### src/rtl/cc_micro_sequencer_if.sv
// Bus bundle between the micro-sequencer and the rest of the control unit.
// The signal names match the sequencer's external pin list.
interface cc_micro_sequencer_if #(
  parameter int DATAWIDTH_BUS           = 11,
  parameter int DATAWIDTH_MUX_SELECTION = 2,
  parameter int DATAWIDTH_COND          = 3
);
  logic [DATAWIDTH_COND-1:0]          CC_SEQ_Cond_InBUS;
  logic [3:0]                         CC_SEQ_Flags_InBUS;
  logic                               CC_SEQ_IR13_In;
  logic                               CC_SEQ_MemReq_In;
  logic                               CC_SEQ_MemDone_In;
  logic                               CC_SEQ_Halt_In;
  logic [DATAWIDTH_BUS-1:0]           CC_SEQ_NextAddr_InBUS;
  logic [DATAWIDTH_BUS-1:0]           CC_SEQ_Address_OutBUS;
  logic [DATAWIDTH_BUS-1:0]           CC_SEQ_Next_OutBUS;
  logic [DATAWIDTH_MUX_SELECTION-1:0] CC_SEQ_Selection_OutBUS;
  logic                               CC_SEQ_Stall_Out;
  logic                               CC_SEQ_Timeout_Out;
  logic [1:0]                         CC_SEQ_State_OutBUS;

  // Control unit side: drives microword fields, flags and mux result.
  modport master (
    output CC_SEQ_Cond_InBUS, CC_SEQ_Flags_InBUS, CC_SEQ_IR13_In, CC_SEQ_MemReq_In,
           CC_SEQ_MemDone_In, CC_SEQ_Halt_In, CC_SEQ_NextAddr_InBUS,
    input  CC_SEQ_Address_OutBUS, CC_SEQ_Next_OutBUS, CC_SEQ_Selection_OutBUS,
           CC_SEQ_Stall_Out, CC_SEQ_Timeout_Out, CC_SEQ_State_OutBUS
  );

  // Sequencer side.
  modport slave (
    input  CC_SEQ_Cond_InBUS, CC_SEQ_Flags_InBUS, CC_SEQ_IR13_In, CC_SEQ_MemReq_In,
           CC_SEQ_MemDone_In, CC_SEQ_Halt_In, CC_SEQ_NextAddr_InBUS,
    output CC_SEQ_Address_OutBUS, CC_SEQ_Next_OutBUS, CC_SEQ_Selection_OutBUS,
           CC_SEQ_Stall_Out, CC_SEQ_Timeout_Out, CC_SEQ_State_OutBUS
  );
endinterface

### src/rtl/cc_micro_sequencer.sv
// Control-store address register with branch-condition decode, memory-wait
// stalling and a sticky memory-timeout halt.
module cc_micro_sequencer #(
  parameter int                         DATAWIDTH_BUS           = 11,
  parameter int                         DATAWIDTH_MUX_SELECTION = 2,
  parameter int                         DATAWIDTH_COND          = 3,
  parameter logic [DATAWIDTH_BUS-1:0]   RESET_ADDR              = '0,
  parameter int                         DATAWIDTH_TIMEOUT       = 8,
  parameter int                         TIMEOUT_CYCLES          = 200
) (
  input  logic                 CC_SEQ_CLOCK_50,
  input  logic                 CC_SEQ_RESET_InLow,
  cc_micro_sequencer_if.slave  bus
);

  typedef enum logic [1:0] {
    RUN  = 2'b00,
    WAIT = 2'b01,
    HALT = 2'b10
  } state_t;

  localparam logic [DATAWIDTH_TIMEOUT-1:0] CNT_LAST = DATAWIDTH_TIMEOUT'(TIMEOUT_CYCLES - 1);
  localparam logic [DATAWIDTH_MUX_SELECTION-1:0] SEL_NEXT   = DATAWIDTH_MUX_SELECTION'(0);
  localparam logic [DATAWIDTH_MUX_SELECTION-1:0] SEL_JUMP   = DATAWIDTH_MUX_SELECTION'(1);
  localparam logic [DATAWIDTH_MUX_SELECTION-1:0] SEL_DECODE = DATAWIDTH_MUX_SELECTION'(2);

  state_t                         state, state_nx;
  logic [DATAWIDTH_BUS-1:0]       addr, addr_nx;
  logic [DATAWIDTH_TIMEOUT-1:0]   cnt, cnt_nx;
  logic                           timeout, timeout_nx;
  logic                           stall;
  logic [DATAWIDTH_MUX_SELECTION-1:0] sel;

  logic flag_n, flag_z, flag_v, flag_c;
  assign {flag_n, flag_z, flag_v, flag_c} = bus.CC_SEQ_Flags_InBUS;

  // Branch-condition decode: a pure function of the current microword and flags.
  always_comb begin
    sel = SEL_NEXT;
    case (bus.CC_SEQ_Cond_InBUS)
      DATAWIDTH_COND'(1): sel = flag_n            ? SEL_JUMP : SEL_NEXT;
      DATAWIDTH_COND'(2): sel = flag_z            ? SEL_JUMP : SEL_NEXT;
      DATAWIDTH_COND'(3): sel = flag_v            ? SEL_JUMP : SEL_NEXT;
      DATAWIDTH_COND'(4): sel = flag_c            ? SEL_JUMP : SEL_NEXT;
      DATAWIDTH_COND'(5): sel = bus.CC_SEQ_IR13_In ? SEL_JUMP : SEL_NEXT;
      DATAWIDTH_COND'(6): sel = SEL_JUMP;
      DATAWIDTH_COND'(7): sel = SEL_DECODE;
      default:            sel = SEL_NEXT;
    endcase
  end

  // Next-state logic: load the mux result unless stalled on memory or halted.
  always_comb begin
    state_nx   = state;
    addr_nx    = addr;
    cnt_nx     = cnt;
    timeout_nx = timeout;
    stall      = 1'b0;
    case (state)
      RUN: begin
        // Halt wins over a memory request issued in the same microword.
        if (bus.CC_SEQ_Halt_In) begin
          state_nx = HALT;
          stall    = 1'b1;
        end else if (bus.CC_SEQ_MemReq_In && !bus.CC_SEQ_MemDone_In) begin
          state_nx = WAIT;
          cnt_nx   = '0;
          stall    = 1'b1;
        end else begin
          addr_nx  = bus.CC_SEQ_NextAddr_InBUS;
        end
      end
      WAIT: begin
        // Halt requests are ignored here so the access can finish or time out.
        if (bus.CC_SEQ_MemDone_In) begin
          addr_nx  = bus.CC_SEQ_NextAddr_InBUS;
          state_nx = RUN;
        end else begin
          stall = 1'b1;
          if (cnt == CNT_LAST) begin
            timeout_nx = 1'b1;
            state_nx   = HALT;
          end else begin
            cnt_nx = cnt + 1'b1;
          end
        end
      end
      HALT: stall = 1'b1;
      default: state_nx = RUN;  // illegal encoding: recover, hold address
    endcase
  end

  // State, address, wait counter and fault flag registers.
  always_ff @(posedge CC_SEQ_CLOCK_50 or negedge CC_SEQ_RESET_InLow) begin
    if (!CC_SEQ_RESET_InLow) begin
      state   <= RUN;
      addr    <= RESET_ADDR;
      cnt     <= '0;
      timeout <= 1'b0;
    end else begin
      state   <= state_nx;
      addr    <= addr_nx;
      cnt     <= cnt_nx;
      timeout <= timeout_nx;
    end
  end

  assign bus.CC_SEQ_Address_OutBUS   = addr;
  assign bus.CC_SEQ_Next_OutBUS      = addr + 1'b1;
  assign bus.CC_SEQ_Selection_OutBUS = sel;
  assign bus.CC_SEQ_Stall_Out        = stall;
  assign bus.CC_SEQ_Timeout_Out      = timeout;
  assign bus.CC_SEQ_State_OutBUS     = state;

endmodule
### src/flat_wrapper.sv
// flat-port wrapper written by rule: the top's interface ports become plain ports
module cc_micro_sequencer_flat 
#(
  parameter int                         DATAWIDTH_BUS           = 11,
  parameter int                         DATAWIDTH_MUX_SELECTION = 2,
  parameter int                         DATAWIDTH_COND          = 3,
  parameter logic [DATAWIDTH_BUS-1:0]   RESET_ADDR              = '0,
  parameter int                         DATAWIDTH_TIMEOUT       = 8,
  parameter int                         TIMEOUT_CYCLES          = 200
)
  (CC_SEQ_CLOCK_50, CC_SEQ_RESET_InLow, bus_CC_SEQ_Cond_InBUS, bus_CC_SEQ_Flags_InBUS, bus_CC_SEQ_IR13_In, bus_CC_SEQ_MemReq_In, bus_CC_SEQ_MemDone_In, bus_CC_SEQ_Halt_In, bus_CC_SEQ_NextAddr_InBUS, bus_CC_SEQ_Address_OutBUS, bus_CC_SEQ_Next_OutBUS, bus_CC_SEQ_Selection_OutBUS, bus_CC_SEQ_Stall_Out, bus_CC_SEQ_Timeout_Out, bus_CC_SEQ_State_OutBUS);
  cc_micro_sequencer_if #(.DATAWIDTH_BUS(DATAWIDTH_BUS), .DATAWIDTH_MUX_SELECTION(DATAWIDTH_MUX_SELECTION), .DATAWIDTH_COND(DATAWIDTH_COND)) bus_i ();
  input  logic CC_SEQ_CLOCK_50;
  input  logic CC_SEQ_RESET_InLow;
  input wire logic [$bits(bus_i.CC_SEQ_Cond_InBUS)-1:0] bus_CC_SEQ_Cond_InBUS;
  input wire logic [$bits(bus_i.CC_SEQ_Flags_InBUS)-1:0] bus_CC_SEQ_Flags_InBUS;
  input wire logic [$bits(bus_i.CC_SEQ_IR13_In)-1:0] bus_CC_SEQ_IR13_In;
  input wire logic [$bits(bus_i.CC_SEQ_MemReq_In)-1:0] bus_CC_SEQ_MemReq_In;
  input wire logic [$bits(bus_i.CC_SEQ_MemDone_In)-1:0] bus_CC_SEQ_MemDone_In;
  input wire logic [$bits(bus_i.CC_SEQ_Halt_In)-1:0] bus_CC_SEQ_Halt_In;
  input wire logic [$bits(bus_i.CC_SEQ_NextAddr_InBUS)-1:0] bus_CC_SEQ_NextAddr_InBUS;
  output wire logic [$bits(bus_i.CC_SEQ_Address_OutBUS)-1:0] bus_CC_SEQ_Address_OutBUS;
  output wire logic [$bits(bus_i.CC_SEQ_Next_OutBUS)-1:0] bus_CC_SEQ_Next_OutBUS;
  output wire logic [$bits(bus_i.CC_SEQ_Selection_OutBUS)-1:0] bus_CC_SEQ_Selection_OutBUS;
  output wire logic [$bits(bus_i.CC_SEQ_Stall_Out)-1:0] bus_CC_SEQ_Stall_Out;
  output wire logic [$bits(bus_i.CC_SEQ_Timeout_Out)-1:0] bus_CC_SEQ_Timeout_Out;
  output wire logic [$bits(bus_i.CC_SEQ_State_OutBUS)-1:0] bus_CC_SEQ_State_OutBUS;
  assign bus_i.CC_SEQ_Cond_InBUS = bus_CC_SEQ_Cond_InBUS;
  assign bus_i.CC_SEQ_Flags_InBUS = bus_CC_SEQ_Flags_InBUS;
  assign bus_i.CC_SEQ_IR13_In = bus_CC_SEQ_IR13_In;
  assign bus_i.CC_SEQ_MemReq_In = bus_CC_SEQ_MemReq_In;
  assign bus_i.CC_SEQ_MemDone_In = bus_CC_SEQ_MemDone_In;
  assign bus_i.CC_SEQ_Halt_In = bus_CC_SEQ_Halt_In;
  assign bus_i.CC_SEQ_NextAddr_InBUS = bus_CC_SEQ_NextAddr_InBUS;
  assign bus_CC_SEQ_Address_OutBUS = bus_i.CC_SEQ_Address_OutBUS;
  assign bus_CC_SEQ_Next_OutBUS = bus_i.CC_SEQ_Next_OutBUS;
  assign bus_CC_SEQ_Selection_OutBUS = bus_i.CC_SEQ_Selection_OutBUS;
  assign bus_CC_SEQ_Stall_Out = bus_i.CC_SEQ_Stall_Out;
  assign bus_CC_SEQ_Timeout_Out = bus_i.CC_SEQ_Timeout_Out;
  assign bus_CC_SEQ_State_OutBUS = bus_i.CC_SEQ_State_OutBUS;
  cc_micro_sequencer #(.DATAWIDTH_BUS(DATAWIDTH_BUS), .DATAWIDTH_MUX_SELECTION(DATAWIDTH_MUX_SELECTION), .DATAWIDTH_COND(DATAWIDTH_COND), .RESET_ADDR(RESET_ADDR), .DATAWIDTH_TIMEOUT(DATAWIDTH_TIMEOUT), .TIMEOUT_CYCLES(TIMEOUT_CYCLES)) u_core (.CC_SEQ_CLOCK_50(CC_SEQ_CLOCK_50), .CC_SEQ_RESET_InLow(CC_SEQ_RESET_InLow), .bus(bus_i));
endmodule
### config.mk
export PLATFORM = sky130hd
export DESIGN_NAME = cc_micro_sequencer_flat
export DESIGN_NICKNAME = d
export VERILOG_FILES = /design/src/rtl/cc_micro_sequencer_if.sv /design/src/rtl/cc_micro_sequencer.sv /design/src/flat_wrapper.sv
export SDC_FILE = /design/constraint.sdc
export NUM_CORES = 1
export LEC_CHECK = 0
export BUFFER_PORTS_ARGS = -buffer_cell sky130_fd_sc_hd__buf_2
export CELL_PAD_IN_SITES_DETAIL_PLACEMENT = 1
export CELL_PAD_IN_SITES_GLOBAL_PLACEMENT = 2
export CORE_MARGIN = 10
export CORE_UTILIZATION = 25
export CTS_CLUSTER_DIAMETER = 200
export CTS_CLUSTER_SIZE = 14
export DETAILED_ROUTE_END_ITERATION = 12
export GPL_TIMING_DRIVEN = 0
export PLACE_DENSITY_LB_ADDON = 0.1
export SETUP_SLACK_MARGIN = 0.02
export SLEW_MARGIN = 20
export SYNTH_ARGS = -nofsm -noshare
export SYNTH_HDL_FRONTEND = slang
export SYNTH_SLANG_ARGS = --single-unit
### constraint.sdc
create_clock -name CC_SEQ_CLOCK_50 -period 1.4 [get_ports CC_SEQ_CLOCK_50]
set_clock_uncertainty 0.15 [all_clocks]
set_input_delay 0.07 -clock CC_SEQ_CLOCK_50 [delete_from_list [all_inputs] [get_ports CC_SEQ_CLOCK_50]]
set_output_delay 0.07 -clock CC_SEQ_CLOCK_50 [all_outputs]
set_load 0.005 [all_outputs]
==> metrics <==
GPL Wtd Cong 0.742; Cells after Synth 110; Final Critical Period 1.66 ns; leakage power 1.08 nW; syn avg cell area 11.0 sq um; Yosys top cell area share 45.4%; final hold slack -0.0698 ns; I/O Pins 52; DRT iter0 DRCs 25; status finished with violations; CP Class reg2out; antenna violations before repair 0; final worst slack -0.263 ns; CTS clock-pin slew for the worst setup and hold paths 0.08 ns; first-pass GRT wire length 6.44 mm; maximum clock path buffer count 2; port bufs 51; H-tree Lvls 1; final hold vios 1; ys async rst share 100%; gr ovfl total 0; Distinct cells, synth 30; hold_buf cts 12; pin count of the biggest net entering global routing 23; total track usage 10.2%; # diodes 0; Pre-Repair DR Iteration Count 4; final HPWL from detailed placement 2.84 mm; Final Max Tran Viols 0; Seq/Total Area, Yosys 45.4%; total number of vias 1157; Layout area overhead 74.2%; Final setup viols 29; clock tree root buffer cell clkbuf_8; clk_lat worst skew 0.26 ns; worst slew pin tran 0.526 ns; CTS Buf Count 3; die height 89.7 um; Post-synth top flop dfrtp_1; final instance area 2110 sq um; post-synth top area cell dfrtp_1; worst-path maximum fanout 3; peak supply drop 0.496 mV; Core Box Area 4720 sq um; drt total wl 4.04 mm; Power Dens Cells 848 nW/um^2; TritonCTS clock tree done; Hold WC Path Type in2reg; vias in the first global route 1273; DR WL/cell 15.1 um; final period utilization 119%; Synth warnings 0; crit start category flop; Final Util 44.8%; Synth Cell Area 1210 sq um; WP data arrival 1.44 ns; Post-synth EDFFs 0; number of synthesized register bits 22; Post-synth top cells 22 x dfrtp_1, 12 x nor2_1, 11 x mux2_2; RSZ-0062 raised after global routing yes; drt drc 0; Worst Path Required 1.18 ns; Routed Antenna Nets 0; die area 8040 sq um; CTS Sinks 22; row cnt 25; nets@finish 227; Fmax 0.601 GHz; share of layout cells above drive strength 1 63.5%; most frequent cell after synthesis dfrtp_1; die width 89.7 um; main area contributors after synthesis dfrtp_1 45%, mux2_2 10%, xnor2_1 5.1%; element type at the critical path end output pin; Max transition margin 64.9%; via density per instance 4.33; Initial Util 25.7%; Mapped Nets 136; # Max-Cap Violations 0; placed cell areas 1560 sq um; failing checks negative hold slack, negative setup slack
==> routing by layer <==
layer / routed length [um] / global-route usage [%]
met1: 1540 / 10.6
met2: 2190 / 19.7
met3: 288 / 2.98
met4: 22 / 2.17
met5: 0 / 0
==> layout make-up <==
| type | count | area (sq um) |
|---|---|---|
| clock buffers | 4 | 55.1 |
| multi-input cells | 82 | 815 |
| inverters | 4 | 15.0 |
| plain buffers | 2 | 18.8 |
| flip-flops and latches | 22 | 557 |
| repair buffers | 86 | 571 |
| fillers | 532 | 2610 |
| well taps | 67 | 83.8 |
==> flip-flops by register name, indices dropped and copies added (netlist names) <==
register and flops:
u_core.bus.CC_SEQ_Address_OutBUS 11, u_core.bus.CC_SEQ_State_OutBUS 2, u_core.bus.CC_SEQ_Timeout_Out 1, u_core.cnt 8
==> metrics by stage <==
stage	cells	setup slack, ns	power [mW]	setup TNS (ns)
after floorplan	110	-0.155	0.935	-1.60
after global placement	228	-0.335	1.16	-4.79
after detailed placement	228	-0.371	1.18	-5.49
after CTS	262	-0.268	1.76	-5.00
after global routing	267	-0.343	1.93	-7.21
final	267	-0.263	1.79	-4.69
==> logic make-up (layout without fill, tap and decap cells) <==
| group | count (synthesis) | in the layout | share of synthesized area [%] |
|---|---|---|---|
| mux | 13 | 13 | 12.3 |
| compound gates | 10 | 10 | 6.50 |
| xor+xnor | 13 | 13 | 9.38 |
| flops | 22 | 22 | 45.4 |
| simple gates | 44 | 44 | 22.2 |
| buf+inv | 6 | 96 | 2.27 |
| fa+ha+maj | 2 | 2 | 2.06 |
==> repair_timing <==
action | 4_1_cts | 5_1_grt
gates cloned | 1 | 0
setup endpoints to repair | 33 | 32
endpoints found under the hold margin | 34 | 1
setup buffers | 17 | 7
pin swaps | 16 | 15
resized for setup | 26 | 25
==> worst max-delay path, cell delays in order (launching register included) <==
cell	delay, ns
dfrtp_2	0.44
ha_4	0.17
and3_4	0.18
buf_4	0.13
xor2_1	0.13
buf_2	0.13
==> final timing paths <==
check / slack [ns] / depth (start not counted) / from / to
setup / recovery: -0.26 / 5 / u_core.bus.CC_SEQ_Address_OutBUS[0]$_DFFE_PN0P_ / bus_CC_SEQ_Next_OutBUS[6]
hold / removal: -0.07 / 3 / bus_CC_SEQ_Halt_In / u_core.bus.CC_SEQ_State_OutBUS[1]$_DFFE_PN0P_
setup reg to reg: -0.24 / 4 / u_core.bus.CC_SEQ_State_OutBUS[0]$_DFFE_PN0P_ / u_core.cnt[1]$_DFFE_PN0P_
hold reg to reg: 0.32 / 1 / u_core.bus.CC_SEQ_Timeout_Out$_DFFE_PN0P_ / u_core.bus.CC_SEQ_Timeout_Out$_DFFE_PN0P_
max in group asynchronous: 0.55 / 2 / CC_SEQ_RESET_InLow / u_core.bus.CC_SEQ_State_OutBUS[0]$_DFFE_PN0P_
min in group asynchronous: 0.16 / 2 / CC_SEQ_RESET_InLow / u_core.bus.CC_SEQ_Address_OutBUS[10]$_DFFE_PN0P_
==> layout by cell type (no fill, tap or decap), drive strengths merged, types with 2 or more instances in the layout <==
master / Yosys / layout
dlygate4sd3: 0 / 12
nand4: 2 / 2
mux2: 12 / 12
nand3: 7 / 7
o21ai: 3 / 3
nor3: 2 / 2
nor2: 12 / 12
clkbuf: 0 / 5
xor2: 6 / 6
dfrtp: 22 / 22
a21oi: 4 / 4
ha: 2 / 2
nand2b: 2 / 2
and3: 7 / 7
inv: 4 / 4
buf: 2 / 75
nor2b: 2 / 2
xnor2: 7 / 7
nor3b: 2 / 2
nand2: 4 / 4
==> report_power, final <==
group	total, mW	internal, mW	switching [mW]
Sequential	0.780	0.699	0.0800
Combinational	0.562	0.332	0.230
Clock	0.451	0.250	0.201
Total	1.79	1.28	0.511
No activity file was read; power rests on OpenSTA's default activity.
